`config.mk`:
```
export PLATFORM = sky130hd
export DESIGN_NAME = int_to_float_spec
export DESIGN_NICKNAME = d
export VERILOG_FILES = /design/src/rtl/int_to_float_spec.sv
export SDC_FILE = /design/constraint.sdc
export NUM_CORES = 1
export LEC_CHECK = 0
export BUFFER_PORTS_ARGS = -buffer_cell sky130_fd_sc_hd__buf_2
export CAP_MARGIN = 40
export CORE_MARGIN = 5
export CORE_UTILIZATION = 60
export DETAILED_ROUTE_END_ITERATION = 10
export PLACE_DENSITY = 0.81
export SYNTH_ARGS = -nofsm -noshare
export SYNTH_HDL_FRONTEND = slang
export SYNTH_SLANG_ARGS = --single-unit
```
`constraint.sdc`:
```
create_clock -name clk -period 7.55 [get_ports clk]
set_clock_uncertainty 0.2 [all_clocks]
set_input_delay 1.1325 -clock clk [delete_from_list [all_inputs] [get_ports clk]]
set_output_delay 1.1325 -clock clk [all_outputs]
set_load 0.005 [all_outputs]
```
`src/rtl/int_to_float_spec.sv`:
```
// int_to_float_spec: converts a 32-bit two's-complement integer to an
// IEEE-754 single-precision float, round-to-nearest-even.
// Handshake is stb/ack on both sides. Normalisation shifts one bit per
// cycle, so latency depends on the operand's leading-zero count.
module int_to_float_spec (
  input  logic        clk,
  input  logic        rst,
  input  logic [31:0] input_a,
  input  logic        input_a_stb,
  output logic        input_a_ack,
  output logic [31:0] output_z,
  output logic        output_z_stb,
  input  logic        output_z_ack
);

  typedef enum logic [2:0] {
    GET_A     = 3'd0,
    CONVERT   = 3'd1,
    NORMALISE = 3'd2,
    ROUND     = 3'd3,
    PACK      = 3'd4,
    PUT_Z     = 3'd5
  } state_t;

  state_t      state_r;
  state_t      state_nxt_s;
  logic [31:0] a_r;
  logic [31:0] mag_r;
  logic        sign_r;
  logic [7:0]  exp_r;
  logic [23:0] mant_r;
  logic        zero_r;
  logic        ack_r;
  logic        stb_r;
  logic [31:0] z_r;
  logic        ack_nxt_s;
  logic        stb_nxt_s;
  logic        round_up_s;
  logic [24:0] mant_inc_s;

  assign input_a_ack  = ack_r;
  assign output_z_stb = stb_r;
  assign output_z     = z_r;

  // Rounding decision on the normalised magnitude: guard, round and sticky bits.
  always_comb begin
    round_up_s = mag_r[7] && (mag_r[6] || (|mag_r[5:0]) || mag_r[8]);
    mant_inc_s = {1'b0, mag_r[31:8]} + 25'd1;
  end

  // State register.
  always_ff @(posedge clk or negedge rst) begin
    if (!rst) begin
      state_r <= GET_A;
    end else begin
      state_r <= state_nxt_s;
    end
  end

  // Next-state logic. A zero operand passes through PACK so that it
  // reaches PUT_Z two cycles after acceptance.
  always_comb begin
    state_nxt_s = state_r;
    case (state_r)
      GET_A: begin
        if (ack_r && input_a_stb) state_nxt_s = CONVERT;
        else                      state_nxt_s = GET_A;
      end
      CONVERT: begin
        if (a_r == 32'd0) state_nxt_s = PACK;
        else              state_nxt_s = NORMALISE;
      end
      NORMALISE: begin
        if (mag_r[31]) state_nxt_s = ROUND;
        else           state_nxt_s = NORMALISE;
      end
      ROUND:   state_nxt_s = PACK;
      PACK:    state_nxt_s = PUT_Z;
      PUT_Z: begin
        if (output_z_ack) state_nxt_s = GET_A;
        else              state_nxt_s = PUT_Z;
      end
      default: state_nxt_s = GET_A;
    endcase
  end

  // Next values of the registered handshake outputs.
  always_comb begin
    ack_nxt_s = 1'b0;
    stb_nxt_s = 1'b0;
    case (state_r)
      GET_A: begin
        ack_nxt_s = !(ack_r && input_a_stb);
        stb_nxt_s = 1'b0;
      end
      PACK: begin
        ack_nxt_s = 1'b0;
        stb_nxt_s = 1'b1;
      end
      PUT_Z: begin
        ack_nxt_s = output_z_ack;
        stb_nxt_s = !output_z_ack;
      end
      default: begin
        ack_nxt_s = 1'b0;
        stb_nxt_s = 1'b0;
      end
    endcase
  end

  // Handshake output registers.
  always_ff @(posedge clk or negedge rst) begin
    if (!rst) begin
      ack_r <= 1'b0;
      stb_r <= 1'b0;
    end else begin
      ack_r <= ack_nxt_s;
      stb_r <= stb_nxt_s;
    end
  end

  // Datapath: capture, magnitude, normalise, round and pack.
  always_ff @(posedge clk or negedge rst) begin
    if (!rst) begin
      a_r    <= 32'd0;
      mag_r  <= 32'd0;
      sign_r <= 1'b0;
      exp_r  <= 8'd0;
      mant_r <= 24'd0;
      zero_r <= 1'b0;
      z_r    <= 32'd0;
    end else begin
      case (state_r)
        GET_A: begin
          if (ack_r && input_a_stb) a_r <= input_a;
        end
        CONVERT: begin
          zero_r <= (a_r == 32'd0);
          if (a_r == 32'd0) begin
            z_r <= 32'd0;
          end else begin
            sign_r <= a_r[31];
            mag_r  <= a_r[31] ? (~a_r + 32'd1) : a_r;
            exp_r  <= 8'd31;
          end
        end
        NORMALISE: begin
          if (!mag_r[31]) begin
            mag_r <= mag_r << 1;
            exp_r <= exp_r - 8'd1;
          end
        end
        ROUND: begin
          if (round_up_s) begin
            if (mant_inc_s[24]) begin
              mant_r <= 24'h800000;
              exp_r  <= exp_r + 8'd1;
            end else begin
              mant_r <= mant_inc_s[23:0];
            end
          end else begin
            mant_r <= mag_r[31:8];
          end
        end
        PACK: begin
          if (zero_r) z_r <= 32'd0;
          else        z_r <= {sign_r, exp_r + 8'd127, mant_r[22:0]};
        end
        default: begin
          z_r <= z_r;
        end
      endcase
    end
  end

endmodule

```
==> report_table.html, run 1 <==
<table>
<tr><th>Metric</th><th>Value</th></tr>
<tr><th colspan="2">Route</th></tr>
<tr><td>Routed wirelength normalized by instance count</td><td>approximately 17 um</td></tr>
<tr><td>DR vias</td><td>roughly 5,200</td></tr>
<tr><td>Max layer used</td><td>met4</td></tr>
<tr><td>Number of antenna-violating nets in the routed design</td><td>0</td></tr>
<tr><td>Count of TritonRoute iterations in the first routing pass</td><td>4</td></tr>
<tr><td>DRC violations left</td><td>0</td></tr>
<tr><td>Total met2 wirelength after detailed routing</td><td>6930 um</td></tr>
<tr><td>Sum of routed wire length over all layers</td><td>around 15,000 um</td></tr>
<tr><td>Total length of routed met3 wires</td><td>about 630 um</td></tr>
<tr><td>Drt via density</td><td>between 6 and 7</td></tr>
<tr><td>Met1 WL</td><td>roughly 6700 um</td></tr>
<tr><td>DRT iter0 DRCs</td><td>around 480</td></tr>
<tr><th colspan="2">Min path</th></tr>
<tr><td>Worst min-delay path endpoint</td><td>output_z[26]$_DFFE_PN0P_</td></tr>
<tr><td>Worst Hold Class</td><td>reg -&gt; reg</td></tr>
<tr><td>Worst Hold Launch</td><td>output_z[26]$_DFFE_PN0P_</td></tr>
<tr><td>Hold Path Depth</td><td>2</td></tr>
<tr><th colspan="2">GRT</th></tr>
<tr><td>Largest net degree at the start of global routing</td><td>55</td></tr>
<tr><td>Number of antenna violations at the first check in global routing</td><td>0</td></tr>
<tr><td>Global route overflow</td><td>0</td></tr>
<tr><td>Number of global-route vias before repair</td><td>around 5,000</td></tr>
<tr><td>Aggregate global-route resource usage</td><td>between 20% and 30%</td></tr>
<tr><td>Global-route wire length before repair</td><td>between 20,000 and 25,000 um</td></tr>
<tr><th colspan="2">Setup path</th></tr>
<tr><td>Cell-by-cell listing of the critical path</td><td>nor2b_1 &gt; nand2_1 &gt; buf_4 &gt; fa_1 &gt; a21o_1 &gt; a21oi_1 &gt; o21bai_1 &gt; a21oi_1 &gt; xnor2_1 &gt; a31o_2</td></tr>
<tr><td>Number of cells on the worst reg-to-reg path</td><td>10</td></tr>
<tr><td>Data required time at the worst endpoint</td><td>about 7.7 ns</td></tr>
<tr><td>Startpoint of the most critical register-to-register path</td><td>state_r[1]$_DFF_PN0_</td></tr>
<tr><td>Number of cells on the critical path</td><td>10</td></tr>
<tr><td>Crit path from</td><td>state_r[1]$_DFF_PN0_</td></tr>
<tr><td>Kind of start point of the critical path</td><td>flop</td></tr>
<tr><td>Most Frequent Cell on Critical Path</td><td>a21oi_1</td></tr>
<tr><td>Signal arrival time at the worst endpoint</td><td>about 3.4 ns</td></tr>
<tr><td>Buf/Inv on CP</td><td>1</td></tr>
<tr><td>Crit path max fanout</td><td>47</td></tr>
<tr><td>Max stage delay on crit path</td><td>about 0.55 ns</td></tr>
<tr><td>Gate family responsible for the most delay along the worst path</td><td>compound AO/OA/AOI/OAI gates</td></tr>
<tr><td>Critical path endpoint category</td><td>flop</td></tr>
<tr><td>Critical setup path kind</td><td>reg -&gt; reg</td></tr>
<tr><td>Crit Reg-Reg Endpoint</td><td>exp_r[6]$_DFFE_PN0P_</td></tr>
<tr><td>R2R setup slack</td><td>around 4.3 ns</td></tr>
<tr><td>Library cell contributing the largest single delay on the critical path</td><td>nor2b_1</td></tr>
<tr><th colspan="2">STA</th></tr>
<tr><td>Final Critical Period</td><td>about 3.3 ns</td></tr>
<tr><td>Worst Hold Slack</td><td>0.268 ns</td></tr>
<tr><td>Share of the cycle needed by the critical path after routing</td><td>between 40% and 50%</td></tr>
<tr><td>RSZ-0062 raised after global routing</td><td>false</td></tr>
<tr><td>Max-slew violations</td><td>0</td></tr>
<tr><td>Final count of hold timing violations</td><td>0</td></tr>
<tr><td>Final setup viols</td><td>0</td></tr>
<tr><td>Pin slew with the least headroom to its limit</td><td>approximately 0.80 ns</td></tr>
<tr><td>Final worst slack</td><td>approximately 4.3 ns</td></tr>
<tr><td>Max frequency</td><td>between 0.3 and 0.4 GHz</td></tr>
<tr><td>Max-slew headroom</td><td>approximately 46%</td></tr>
<tr><td>Final setup TNS</td><td>0 ns</td></tr>
<tr><th colspan="2">Yosys</th></tr>
<tr><td>Adder-cell share of the synthesized area</td><td>under 10%</td></tr>
<tr><td>Post-synth top area cell</td><td>dfrtp_1</td></tr>
<tr><td>Fraction of the mapped netlist area in simple logic gates</td><td>14.2%</td></tr>
<tr><td>Mapped Cells</td><td>roughly 650</td></tr>
<tr><td>Synth top area share</td><td>roughly 50%</td></tr>
<tr><td>Cells taking the most area after synthesis</td><td>dfrtp_1 (49%), mux2_2 (6.3%), xor2_1 (5.2%)</td></tr>
<tr><td>Post-synthesis average cell area</td><td>approximately 10 um2</td></tr>
<tr><td>Sequential element share of the synthesized area</td><td>around half</td></tr>
<tr><td>Yosys Warn Count</td><td>0</td></tr>
<tr><td>Largest family of logic cells by synthesized area</td><td>compound AO/OA/AOI/OAI gates</td></tr>
<tr><td>Most common flop cell mapped by yosys</td><td>dfrtp_1</td></tr>
<tr><td>Most instantiated cells after synthesis</td><td>dfrtp_1 (134), nand2_1 (59), nor2_1 (48), o21ai_0 (48), xor2_1 (40)</td></tr>
<tr><td>Count of state elements after synthesis</td><td>roughly 130</td></tr>
<tr><td>Count of flip-flops with a built-in enable after synthesis</td><td>0</td></tr>
<tr><td>Net count of the mapped netlist</td><td>between 600 and 700</td></tr>
<tr><td>Synth Area in Compound Gates</td><td>16.5%</td></tr>
<tr><td>Mux cell area share after synthesis</td><td>around 6.9%</td></tr>
<tr><td>Fraction of synthesized cell area in xor and xnor cells</td><td>7.48%</td></tr>
<tr><td>Post-Syn Area</td><td>just under 0.007 mm2</td></tr>
<tr><td>Yosys cell types</td><td>between 50 and 60</td></tr>
<tr><td>Async S/R FF share, synth</td><td>between 90% and 100%</td></tr>
<tr><td>Leading cell type by number of instances after synthesis</td><td>dfrtp_1</td></tr>
<tr><th colspan="2">Clock network</th></tr>
<tr><td>Cts hold-fix bufs</td><td>0</td></tr>
<tr><td>Root buffer cell</td><td>clkbuf_16</td></tr>
<tr><td>Maximum clock path buffer count</td><td>2</td></tr>
<tr><td>Clk sinks</td><td>between 100 and 150</td></tr>
<tr><td>Postcts setup bufs</td><td>0</td></tr>
<tr><td>Post-CTS resize count</td><td>0</td></tr>
<tr><td>Number of CTS-inserted buffers</td><td>17</td></tr>
<tr><td>Insertion delay to the later sink of the worst-skew pair</td><td>approximately 0.42 ns</td></tr>
<tr><td>H-tree depth</td><td>4</td></tr>
<tr><td>Clock transition time at the flip-flop clock pins of the worst setup and hold paths</td><td>around 0.06 ns</td></tr>
<tr><td>Clock tree from TritonCTS</td><td>done</td></tr>
<tr><th colspan="2">Place</th></tr>
<tr><td>Area after DPL</td><td>a little over 0.007 mm2</td></tr>
<tr><td>Worst Setup Slack post-DPL</td><td>4.32 ns</td></tr>
<tr><td>Cell Count Post-Placement</td><td>828</td></tr>
<tr><td>Half-perimeter wire length after detailed placement</td><td>approximately 10,000 um</td></tr>
<tr><td>Final Wtd Congestion</td><td>~0.88</td></tr>
<tr><td>IO buf count</td><td>about 70</td></tr>
<tr><th colspan="2">Floorplanning</th></tr>
<tr><td>Starting density of the core</td><td>between 60% and 70%</td></tr>
<tr><td># rows</td><td>38</td></tr>
<tr><td>Die area</td><td>approximately 0.014 mm2</td></tr>
<tr><td>Width of the chip</td><td>116 um</td></tr>
<tr><td>Die Span Y</td><td>between 100 and 150 um</td></tr>
<tr><td>Core region area</td><td>approximately 0.011 mm2</td></tr>
<tr><td>Number of I/O pins</td><td>70</td></tr>
<tr><th colspan="2">Finish</th></tr>
<tr><td>Post-layout instance area</td><td>0.00785 mm2</td></tr>
<tr><td>Number of antenna cells inserted</td><td>0</td></tr>
<tr><td>Area used by sequential logic in the layout</td><td>~0.0034 mm2</td></tr>
<tr><td>Area of combinational cells with multiple inputs</td><td>0.00322 mm2</td></tr>
<tr><td>Net count, final</td><td>~750</td></tr>
<tr><td>Final Non-Filler Cells</td><td>about 860</td></tr>
<tr><td>Final core occ</td><td>71.4%</td></tr>
<tr><td>Fill cell instance count of the final layout</td><td>767</td></tr>
<tr><td>Share of cells above drive strength 1</td><td>around 22%</td></tr>
<tr><td>Layout overhead on the synthesized area</td><td>15.6%</td></tr>
<tr><th colspan="2">Job</th></tr>
<tr><td>Count of maximum capacitance violations</td><td>0</td></tr>
<tr><th colspan="2">Pwr</th></tr>
<tr><td>Static Leak</td><td>about 3.5 nW</td></tr>
<tr><td>Worst IR drop on VDD</td><td>0.248 mV</td></tr>
<tr><td>Post-route total power</td><td>roughly 3.5 mW</td></tr>
<tr><td>Cell area power density</td><td>around 450 mW/mm2</td></tr>
<tr><th colspan="2">Outcome</th></tr>
<tr><td>Run status</td><td>completed</td></tr>
</table>
-- worst min-delay path: stages (launching register included) --
cell	delay (ns)
dfrtp_1	0.33
nand2_1	0.04
o21ai_0	0.06
-- how the worst max path moves through the flow --
stage | endpoint | slack [ns]
final | exp_r[6]$_DFFE_PN0P_ | 4.28
after global routing | exp_r[7]$_DFFE_PN0P_ | 4.03
after CTS | exp_r[7]$_DFFE_PN0P_ | 4.31
after detailed placement | exp_r[6]$_DFFE_PN0P_ | 4.32
after global placement | mag_r[9]$_DFFE_PN0P_ | 4.41
after floorplan | exp_r[7]$_DFFE_PN0P_ | 4.47
-- layout make-up --
type	count	share of cell area, %
timing repair buffer	79	5.90
inverter	14	0.670
clock buffer	22	6.17
multi-input combinational	461	41.0
tap	140	2.23
clock inverter	9	1.28
sequential	134	42.7
-- layout by cell type, fill, tap and decap left out, types with 5 or more instances in the layout --
| cell type | instances |
|---|---|
| a21oi_1 | 13 |
| nor4_1 | 9 |
| xor2_1 | 40 |
| a221o_1 | 21 |
| nand2_1 | 59 |
| o41ai_1 | 9 |
| inv_1 | 14 |
| clkinv_2 | 5 |
| nor3_1 | 8 |
| clkbuf_16 | 17 |
| nand3_1 | 22 |
| a22o_1 | 25 |
| a21o_1 | 5 |
| nor2_1 | 48 |
| buf_4 | 8 |
| o21ai_0 | 48 |
| a31oi_1 | 6 |
| nor2b_1 | 5 |
| buf_2 | 68 |
| or3_1 | 7 |
| and3_1 | 9 |
| dfrtp_1 | 134 |
| or4_1 | 6 |
| ha_1 | 9 |
| o31ai_1 | 10 |
| mux2_2 | 38 |
| xnor2_1 | 18 |
-- kinds of logic after synthesis --
family | Yosys count
AOI/OAI and AO/OA | 156
xor gates and xnor gates | 58
adders and majority gates | 10
buffers and inverters | 54
DFF | 134
muxes | 42
and+or+nand+nor | 195
-- per-layer routing --
| metal | GRT usage (%) | up-vias |
|---|---|---|
| met2 | 35.2 | 134 |
| met4 | 9.59 | 0 |
| met1 | 32.3 | 2531 |
| met5 | 0 | - |
| met3 | 4.46 | 25 |
| li1 | - | 2483 |
-- where the power goes --
| part | internal, mW | switching [mW] | total (mW) |
|---|---|---|---|
| Combinational | 0.657 | 0.669 | 1.33 |
| Clock | 0.515 | 0.295 | 0.810 |
| Sequential | 1.04 | 0.355 | 1.40 |
-- sequential cells by signal, indices dropped and copies added, names as in the netlist --
register,flops
exp_r,8
mag_r,32
zero_r,1
mant_r,23
output_z,32
output_z_stb,1
sign_r,1
a_r,32
state_r,3
input_a_ack,1
Power figures use the tool's default switching activity.
==> inputs of run 2 (changes only) <==
- CORE_UTILIZATION: 60 -> 59
- PLACE_DENSITY: 0.81 -> 0.8
- clock period: 7.55 -> 3.3 ns (I/O delays scaled with it)
==> run 2 against run 1 <==
Compared with the run above:
- critical path depth down 3
- clock power increased to 2.6 times the previous value
- non-clock buffer count is 6 higher
- power is 140% higher
- sequential share of layout area decreased by 0.61 points
- combinational power rose by 130%
- fmax increased by 4.6%
- via count rose by 0.48%
- largest power group unchanged
==> report_table.html, run 2 (synthesized netlist as in run 1, its figures left out) <==
<table>
<tr><th>Metric</th><th>Value</th></tr>
<tr><th colspan="2">Setup path</th></tr>
<tr><td>Cell-by-cell listing of the critical path</td><td>or4_4 &gt; or4_1 &gt; nor4_4 &gt; nor2_1 &gt; o21ai_2 &gt; buf_12 &gt; mux2_2</td></tr>
<tr><td>Data required time at the worst endpoint</td><td>around 3.4 ns</td></tr>
<tr><td>Kind of start point of the critical path</td><td>flop</td></tr>
<tr><td>Max stage delay on crit path</td><td>~0.63 ns</td></tr>
<tr><td>Crit path from</td><td>a_r[17]$_DFFE_PN0P_</td></tr>
<tr><td>Number of cells on the worst reg-to-reg path</td><td>7</td></tr>
<tr><td>Critical path endpoint category</td><td>flop</td></tr>
<tr><td>Signal arrival time at the worst endpoint</td><td>between 3 and 4 ns</td></tr>
<tr><td>Crit path max fanout</td><td>30</td></tr>
<tr><td>Library cell contributing the largest single delay on the critical path</td><td>or4_1</td></tr>
<tr><td>Critical setup path kind</td><td>reg -&gt; reg</td></tr>
<tr><td>Startpoint of the most critical register-to-register path</td><td>a_r[17]$_DFFE_PN0P_</td></tr>
<tr><th colspan="2">Route</th></tr>
<tr><td>Drt via density</td><td>around 6.0</td></tr>
<tr><td>DRT iter0 DRCs</td><td>411</td></tr>
<tr><td>Sum of routed wire length over all layers</td><td>around 15,000 um</td></tr>
<tr><td>Number of antenna-violating nets in the routed design</td><td>0</td></tr>
<tr><td>DR vias</td><td>5,198</td></tr>
<tr><td>Routed wirelength normalized by instance count</td><td>approximately 17 um</td></tr>
<tr><td>DRC violations left</td><td>0</td></tr>
<tr><td>Count of TritonRoute iterations in the first routing pass</td><td>4</td></tr>
<tr><th colspan="2">STA</th></tr>
<tr><td>Worst Hold Slack</td><td>0.0797 ns</td></tr>
<tr><td>RSZ-0062 raised after global routing</td><td>false</td></tr>
<tr><td>Max-slew headroom</td><td>approximately 49%</td></tr>
<tr><td>Final count of hold timing violations</td><td>0</td></tr>
<tr><td>Final setup TNS</td><td>0 ns</td></tr>
<tr><td>Final worst slack</td><td>0.177 ns</td></tr>
<tr><td>Final Critical Period</td><td>around 3.1 ns</td></tr>
<tr><td>Max-slew violations</td><td>0</td></tr>
<tr><td>Final setup viols</td><td>0</td></tr>
<tr><td>Pin slew with the least headroom to its limit</td><td>0.759 ns</td></tr>
<tr><td>Share of the cycle needed by the critical path after routing</td><td>between 90% and 100%</td></tr>
<tr><td>Max frequency</td><td>0.320 GHz</td></tr>
<tr><th colspan="2">Clock network</th></tr>
<tr><td>Maximum clock path buffer count</td><td>2</td></tr>
<tr><td>Clk sinks</td><td>~130</td></tr>
<tr><td>Clock transition time at the flip-flop clock pins of the worst setup and hold paths</td><td>0.06 ns</td></tr>
<tr><td>Root buffer cell</td><td>clkbuf_16</td></tr>
<tr><td>Clock tree from TritonCTS</td><td>done</td></tr>
<tr><td>H-tree depth</td><td>4</td></tr>
<tr><td>Number of CTS-inserted buffers</td><td>17</td></tr>
<tr><td>Insertion delay to the later sink of the worst-skew pair</td><td>between 0.4 and 0.5 ns</td></tr>
<tr><th colspan="2">Pwr</th></tr>
<tr><td>Share of total power in combinational logic</td><td>a little under two fifths</td></tr>
<tr><td>Cell area power density</td><td>1050 mW/mm2</td></tr>
<tr><td>Cell internal power dissipation</td><td>approximately 5.3 mW</td></tr>
<tr><td>Clock network fraction of total power</td><td>approximately 25%</td></tr>
<tr><td>Flop pwr share</td><td>between 30 and 40%</td></tr>
<tr><td>Switching Power</td><td>3.08 mW</td></tr>
<tr><td>Worst IR drop on VDD</td><td>just under 0.6 mV</td></tr>
<tr><td>Post-route total power</td><td>roughly 8.4 mW</td></tr>
<tr><td>Static Leak</td><td>3.58 nW</td></tr>
<tr><td>Switching part of the total power</td><td>between 30 and 40%</td></tr>
<tr><th colspan="2">Floorplanning</th></tr>
<tr><td>Die area</td><td>0.0138 mm2</td></tr>
<tr><td>Core region area</td><td>0.0114 mm2</td></tr>
<tr><td># rows</td><td>39</td></tr>
<tr><td>Starting density of the core</td><td>between 50% and 60%</td></tr>
<tr><td>Number of I/O pins</td><td>70</td></tr>
<tr><td>Die Span Y</td><td>roughly 120 um</td></tr>
<tr><td>Width of the chip</td><td>between 100 and 150 um</td></tr>
<tr><th colspan="2">GRT</th></tr>
<tr><td>Aggregate global-route resource usage</td><td>a little under a quarter</td></tr>
<tr><td>Global route overflow</td><td>0</td></tr>
<tr><td>Global-route wire length before repair</td><td>between 20,000 and 30,000 um</td></tr>
<tr><td>Largest net degree at the start of global routing</td><td>58</td></tr>
<tr><td>Number of antenna violations at the first check in global routing</td><td>0</td></tr>
<tr><td>Number of global-route vias before repair</td><td>about 5,100</td></tr>
<tr><th colspan="2">Finish</th></tr>
<tr><td>Most frequent standard cell in the layout excluding fill and tap cells</td><td>dfrtp_1</td></tr>
<tr><td>Top library cells by usage in the layout, fill and taps aside</td><td>dfrtp_1 (134), buf_2 (68), nand2_1 (59)</td></tr>
<tr><td>Net count, final</td><td>759</td></tr>
<tr><td>Share of cells above drive strength 1</td><td>between 20% and 30%</td></tr>
<tr><td>Fill cell instance count of the final layout</td><td>between 800 and 900</td></tr>
<tr><td>Final core occ</td><td>70.0%</td></tr>
<tr><td>Layout overhead on the synthesized area</td><td>17.2%</td></tr>
<tr><td>Number of antenna cells inserted</td><td>0</td></tr>
<tr><th colspan="2">Job</th></tr>
<tr><td>Count of maximum capacitance violations</td><td>0</td></tr>
<tr><th colspan="2">Place</th></tr>
<tr><td>Half-perimeter wire length after detailed placement</td><td>approximately 11,000 um</td></tr>
<tr><td>Final Wtd Congestion</td><td>0.843</td></tr>
<tr><td>IO buf count</td><td>69</td></tr>
<tr><td>Worst Setup Slack post-DPL</td><td>0.201 ns</td></tr>
<tr><th colspan="2">Min path</th></tr>
<tr><td>Worst Hold Launch</td><td>input_a[1]</td></tr>
<tr><td>Worst Hold Class</td><td>in -&gt; reg</td></tr>
<tr><td>Hold Path Depth</td><td>3</td></tr>
<tr><th colspan="2">Outcome</th></tr>
<tr><td>Run status</td><td>completed</td></tr>
</table>
==> run 2: critical path: cells and delay by family, from the launching register on <==
kind	cells	cell delay, ns
flops	1	0.43
buf+inv	1	0.20
simple gates	4	1.63
mux	1	0.35
compound gates	1	0.18
==> run 2: path summary, 6_finish.rpt <==
path / to / slack [ns]
min in group asynchronous: exp_r[4]$_DFFE_PN0P_ / 0.49
max in group asynchronous: mag_r[6]$_DFFE_PN0P_ / 1.57
worst max register to register: mag_r[14]$_DFFE_PN0P_ / 0.18
worst min-delay path: a_r[1]$_DFFE_PN0P_ / 0.08
worst max-delay path: mag_r[14]$_DFFE_PN0P_ / 0.18
worst min register to register: output_z[27]$_DFFE_PN0P_ / 0.28
==> run 2: repair_timing <==
item,CTS,global route
endpoints found under the hold margin,55,0
hold buffers,1,0
setup buffers,0,0
gates resized for setup,0,1
setup endpoints to repair,0,1
==> run 2: cell type report <==
| cell class | instances | area [um2] | area share [%] |
|---|---|---|---|
| Tap cell | 143 | 179 | 2.25 |
| Timing Repair Buffer | 85 | 495 | 6.23 |
| Sequential cell | 134 | 3350 | 42.1 |
| Clock buffer | 20 | 457 | 5.74 |
| Multi-Input combinational cell | 461 | 3220 | 40.5 |
| Clock inverter | 12 | 200 | 2.52 |
| Inverter | 14 | 52.6 | 0.660 |
==> run 2: layer usage <==
metal | GRT usage, % | routed length [um]
met2 | 36.0 | 6910
met1 | 32.9 | 6930
met3 | 5.24 | 778
met4 | 8.94 | 274
met5 | 0 | 0
==> run 2: metrics by stage <==
step,instance area [um2],instances
2_1_floorplan,6790,649
3_3_place_gp,7290,836
3_5_place_dp,7290,836
4_1_cts,7950,869
5_1_grt,7960,869
6_report,7960,869
==> run 2: power by group through the flow <==
stage | registers [mW] | logic, mW | clock network, mW
2_1_floorplan | 2.93 | 2.39 | 0
3_3_place_gp | 3.10 | 2.95 | 0
3_5_place_dp | 3.16 | 3.09 | 0
4_1_cts | 3.15 | 3.13 | 2.10
5_1_grt | 3.27 | 3.52 | 2.18
6_report | 3.16 | 3.11 | 2.08
==> inputs of run 3 (changes only) <==
- CELL_PAD_IN_SITES_DETAIL_PLACEMENT: unset -> 1
- CELL_PAD_IN_SITES_GLOBAL_PLACEMENT: unset -> 1
- CORE_UTILIZATION: 59 -> 47
- PLACE_DENSITY: 0.8 -> unset
- PLACE_DENSITY_LB_ADDON: unset -> 0.1
==> run 3 against run 2 <==
Compared with the run above:
- utilization down 14 points
- critical path depth unchanged
- via count up 0.92%
- sequential cell count unchanged
- power up 0.63%
- cell count up 5.4%
- global-route usage down 1.9 points
- combinational power up 3%
- largest cell class unchanged
- highest routed layer unchanged
==> report_table.html, run 3 (synthesized netlist as in run 1, its figures left out) <==
<table>
<tr><th>Metric</th><th>Value</th></tr>
<tr><th colspan="2">Outcome</th></tr>
<tr><td>Run status</td><td>completed</td></tr>
<tr><th colspan="2">Setup path</th></tr>
<tr><td>Critical path endpoint category</td><td>flop</td></tr>
<tr><td>Library cell contributing the largest single delay on the critical path</td><td>or4_4</td></tr>
<tr><td>Max stage delay on crit path</td><td>approximately 0.58 ns</td></tr>
<tr><td>Critical setup path kind</td><td>reg -&gt; reg</td></tr>
<tr><td>Signal arrival time at the worst endpoint</td><td>around 3.2 ns</td></tr>
<tr><td>Crit path max fanout</td><td>7</td></tr>
<tr><td>Kind of start point of the critical path</td><td>flop</td></tr>
<tr><td>Gate family responsible for the most delay along the worst path</td><td>simple AND/OR/NAND/NOR gates</td></tr>
<tr><td>Buf/Inv on CP</td><td>1</td></tr>
<tr><td>Cell-by-cell listing of the critical path</td><td>or4_4 &gt; or4_1 &gt; buf_4 &gt; o41ai_1 &gt; xor2_1 &gt; nor2_1 &gt; a221o_1</td></tr>
<tr><td>Data required time at the worst endpoint</td><td>3.40 ns</td></tr>
<tr><th colspan="2">Clock network</th></tr>
<tr><td>H-tree depth</td><td>4</td></tr>
<tr><td>Postcts setup bufs</td><td>0</td></tr>
<tr><td>Root buffer cell</td><td>clkbuf_16</td></tr>
<tr><td>Insertion delay to the later sink of the worst-skew pair</td><td>approximately 0.42 ns</td></tr>
<tr><td>Clock tree from TritonCTS</td><td>done</td></tr>
<tr><td>Maximum clock path buffer count</td><td>2</td></tr>
<tr><td>Number of CTS-inserted buffers</td><td>17</td></tr>
<tr><td>Clock transition time at the flip-flop clock pins of the worst setup and hold paths</td><td>approximately 0.06 ns</td></tr>
<tr><td>Clk sinks</td><td>~130</td></tr>
<tr><td>Cts hold-fix bufs</td><td>1</td></tr>
<tr><td>Post-CTS resize count</td><td>0</td></tr>
<tr><th colspan="2">Floorplanning</th></tr>
<tr><td>Core region area</td><td>approximately 0.014 mm2</td></tr>
<tr><td>Die area</td><td>around 0.017 mm2</td></tr>
<tr><td>Width of the chip</td><td>roughly 130 um</td></tr>
<tr><td># rows</td><td>44</td></tr>
<tr><td>Starting density of the core</td><td>a little under half</td></tr>
<tr><td>Die Span Y</td><td>between 100 and 150 um</td></tr>
<tr><td>Number of I/O pins</td><td>70</td></tr>
<tr><th colspan="2">Finish</th></tr>
<tr><td>Final Non-Filler Cells</td><td>about 900</td></tr>
<tr><td>Post-layout instance area</td><td>about 0.0080 mm2</td></tr>
<tr><td>Top library cells by usage in the layout, fill and taps aside</td><td>dfrtp_1 (134), buf_2 (68), nand2_1 (59)</td></tr>
<tr><td>Most frequent standard cell in the layout excluding fill and tap cells</td><td>dfrtp_1</td></tr>
<tr><td>Final core occ</td><td>55.8%</td></tr>
<tr><td>Fill cell instance count of the final layout</td><td>roughly 1,600</td></tr>
<tr><td>Layout overhead on the synthesized area</td><td>18.2%</td></tr>
<tr><td>Number of antenna cells inserted</td><td>0</td></tr>
<tr><td>Share of cells above drive strength 1</td><td>a little under a quarter</td></tr>
<tr><td>Net count, final</td><td>765</td></tr>
<tr><th colspan="2">Place</th></tr>
<tr><td>Area after DPL</td><td>~0.0074 mm2</td></tr>
<tr><td>Final Wtd Congestion</td><td>0.803</td></tr>
<tr><td>Half-perimeter wire length after detailed placement</td><td>12,500 um</td></tr>
<tr><td>Cell Count Post-Placement</td><td>~880</td></tr>
<tr><td>IO buf count</td><td>69</td></tr>
<tr><td>Worst Setup Slack post-DPL</td><td>between 0.2 and 0.25 ns</td></tr>
<tr><th colspan="2">STA</th></tr>
<tr><td>Final worst slack</td><td>about 0.23 ns</td></tr>
<tr><td>Final count of hold timing violations</td><td>0</td></tr>
<tr><td>Final setup viols</td><td>0</td></tr>
<tr><td>Max frequency</td><td>0.326 GHz</td></tr>
<tr><td>RSZ-0062 raised after global routing</td><td>false</td></tr>
<tr><td>Final Critical Period</td><td>a little over 3 ns</td></tr>
<tr><td>Max-slew violations</td><td>0</td></tr>
<tr><td>Final setup TNS</td><td>0 ns</td></tr>
<tr><td>Pin slew with the least headroom to its limit</td><td>about 0.59 ns</td></tr>
<tr><td>Share of the cycle needed by the critical path after routing</td><td>~93%</td></tr>
<tr><td>Max-slew headroom</td><td>60.2%</td></tr>
<tr><th colspan="2">Route</th></tr>
<tr><td>DR vias</td><td>5,246</td></tr>
<tr><td>Number of antenna-violating nets in the routed design</td><td>0</td></tr>
<tr><td>Routed wirelength normalized by instance count</td><td>about 19 um</td></tr>
<tr><td>Count of TritonRoute iterations in the first routing pass</td><td>4</td></tr>
<tr><td>DRC violations left</td><td>0</td></tr>
<tr><td>Sum of routed wire length over all layers</td><td>17,400 um</td></tr>
<tr><td>DRT iter0 DRCs</td><td>301</td></tr>
<tr><td>Drt via density</td><td>~5.7</td></tr>
<tr><th colspan="2">GRT</th></tr>
<tr><td>Number of antenna violations at the first check in global routing</td><td>0</td></tr>
<tr><td>Number of global-route vias before repair</td><td>approximately 5,500</td></tr>
<tr><td>Global route overflow</td><td>0</td></tr>
<tr><td>Aggregate global-route resource usage</td><td>21.6%</td></tr>
<tr><td>Largest net degree at the start of global routing</td><td>between 50 and 60</td></tr>
<tr><td>Global-route wire length before repair</td><td>just under 30,000 um</td></tr>
<tr><th colspan="2">Pwr</th></tr>
<tr><td>Cell internal power dissipation</td><td>between 5 and 6 mW</td></tr>
<tr><td>Flop pwr share</td><td>around 38%</td></tr>
<tr><td>Switching Power</td><td>~3.2 mW</td></tr>
<tr><td>Cell area power density</td><td>approximately 1000 mW/mm2</td></tr>
<tr><td>Static Leak</td><td>3.60 nW</td></tr>
<tr><td>Switching part of the total power</td><td>38.2%</td></tr>
<tr><td>Clock network fraction of total power</td><td>23.8%</td></tr>
<tr><td>Worst IR drop on VDD</td><td>between 0.4 and 0.5 mV</td></tr>
<tr><td>Share of total power in combinational logic</td><td>38.2%</td></tr>
<tr><th colspan="2">Min path</th></tr>
<tr><td>Worst Hold Class</td><td>in -&gt; reg</td></tr>
<tr><th colspan="2">Job</th></tr>
<tr><td>Count of maximum capacitance violations</td><td>0</td></tr>
</table>
-- run 3: stage by stage --
step,hold slack (ns),total power [mW]
after detailed placement,0.200,6.42
final,0.0850,8.41
after global routing,0.0676,8.99
after floorplan,-0.000591,5.32
after CTS,0.0663,8.49
after global placement,0.262,6.18
-- run 3: per-layer routing --
| metal | vias to the layer above | wire length, um | global-route usage, % |
|---|---|---|---|
| li1 | 2501 | - | - |
| met1 | 2638 | 7890 | 28.7 |
| met2 | 96 | 8660 | 35.8 |
| met3 | 11 | 717 | 4.42 |
| met4 | 0 | 122 | 6.72 |
| met5 | - | 0 | 0 |
-- run 3: power groups by stage --
stage / clock [mW] / combinational, mW / sequential, mW
after floorplan: 0 / 2.39 / 2.93
after detailed placement: 0 / 3.21 / 3.21
after CTS: 2.04 / 3.25 / 3.20
final: 2.00 / 3.21 / 3.20
after global placement: 0 / 3.04 / 3.13
after global routing: 2.12 / 3.57 / 3.31
-- run 3: cell type report --
type	count	area (um2)	share of cell area (%)
flip-flops and latches	134	3350	41.8
multi-input cells	461	3220	40.1
repair buffers	91	548	6.83
clock buffers	19	443	5.52
well taps	184	230	2.87
clock inverters	13	179	2.23
inverters	14	52.6	0.655
-- run 3: worst min-delay path: stages --
cell and delay (ns):
buf_2 0.07, nand2_1 0.04, o21ai_0 0.06
-- run 3: final timing paths --
path,start,endpoint,slack (ns),cells after the start
hold reg to reg,sign_r$_DFFE_PN0P_,sign_r$_DFFE_PN0P_,0.27,2
hold / removal,input_a[0],a_r[0]$_DFFE_PN0P_,0.09,3
setup / recovery,a_r[17]$_DFFE_PN0P_,mag_r[27]$_DFFE_PN0P_,0.23,7
min in group asynchronous,rst,exp_r[5]$_DFFE_PN0P_,0.29,2
setup reg to reg,a_r[17]$_DFFE_PN0P_,mag_r[27]$_DFFE_PN0P_,0.23,7
max in group asynchronous,rst,a_r[12]$_DFFE_PN0P_,1.69,4
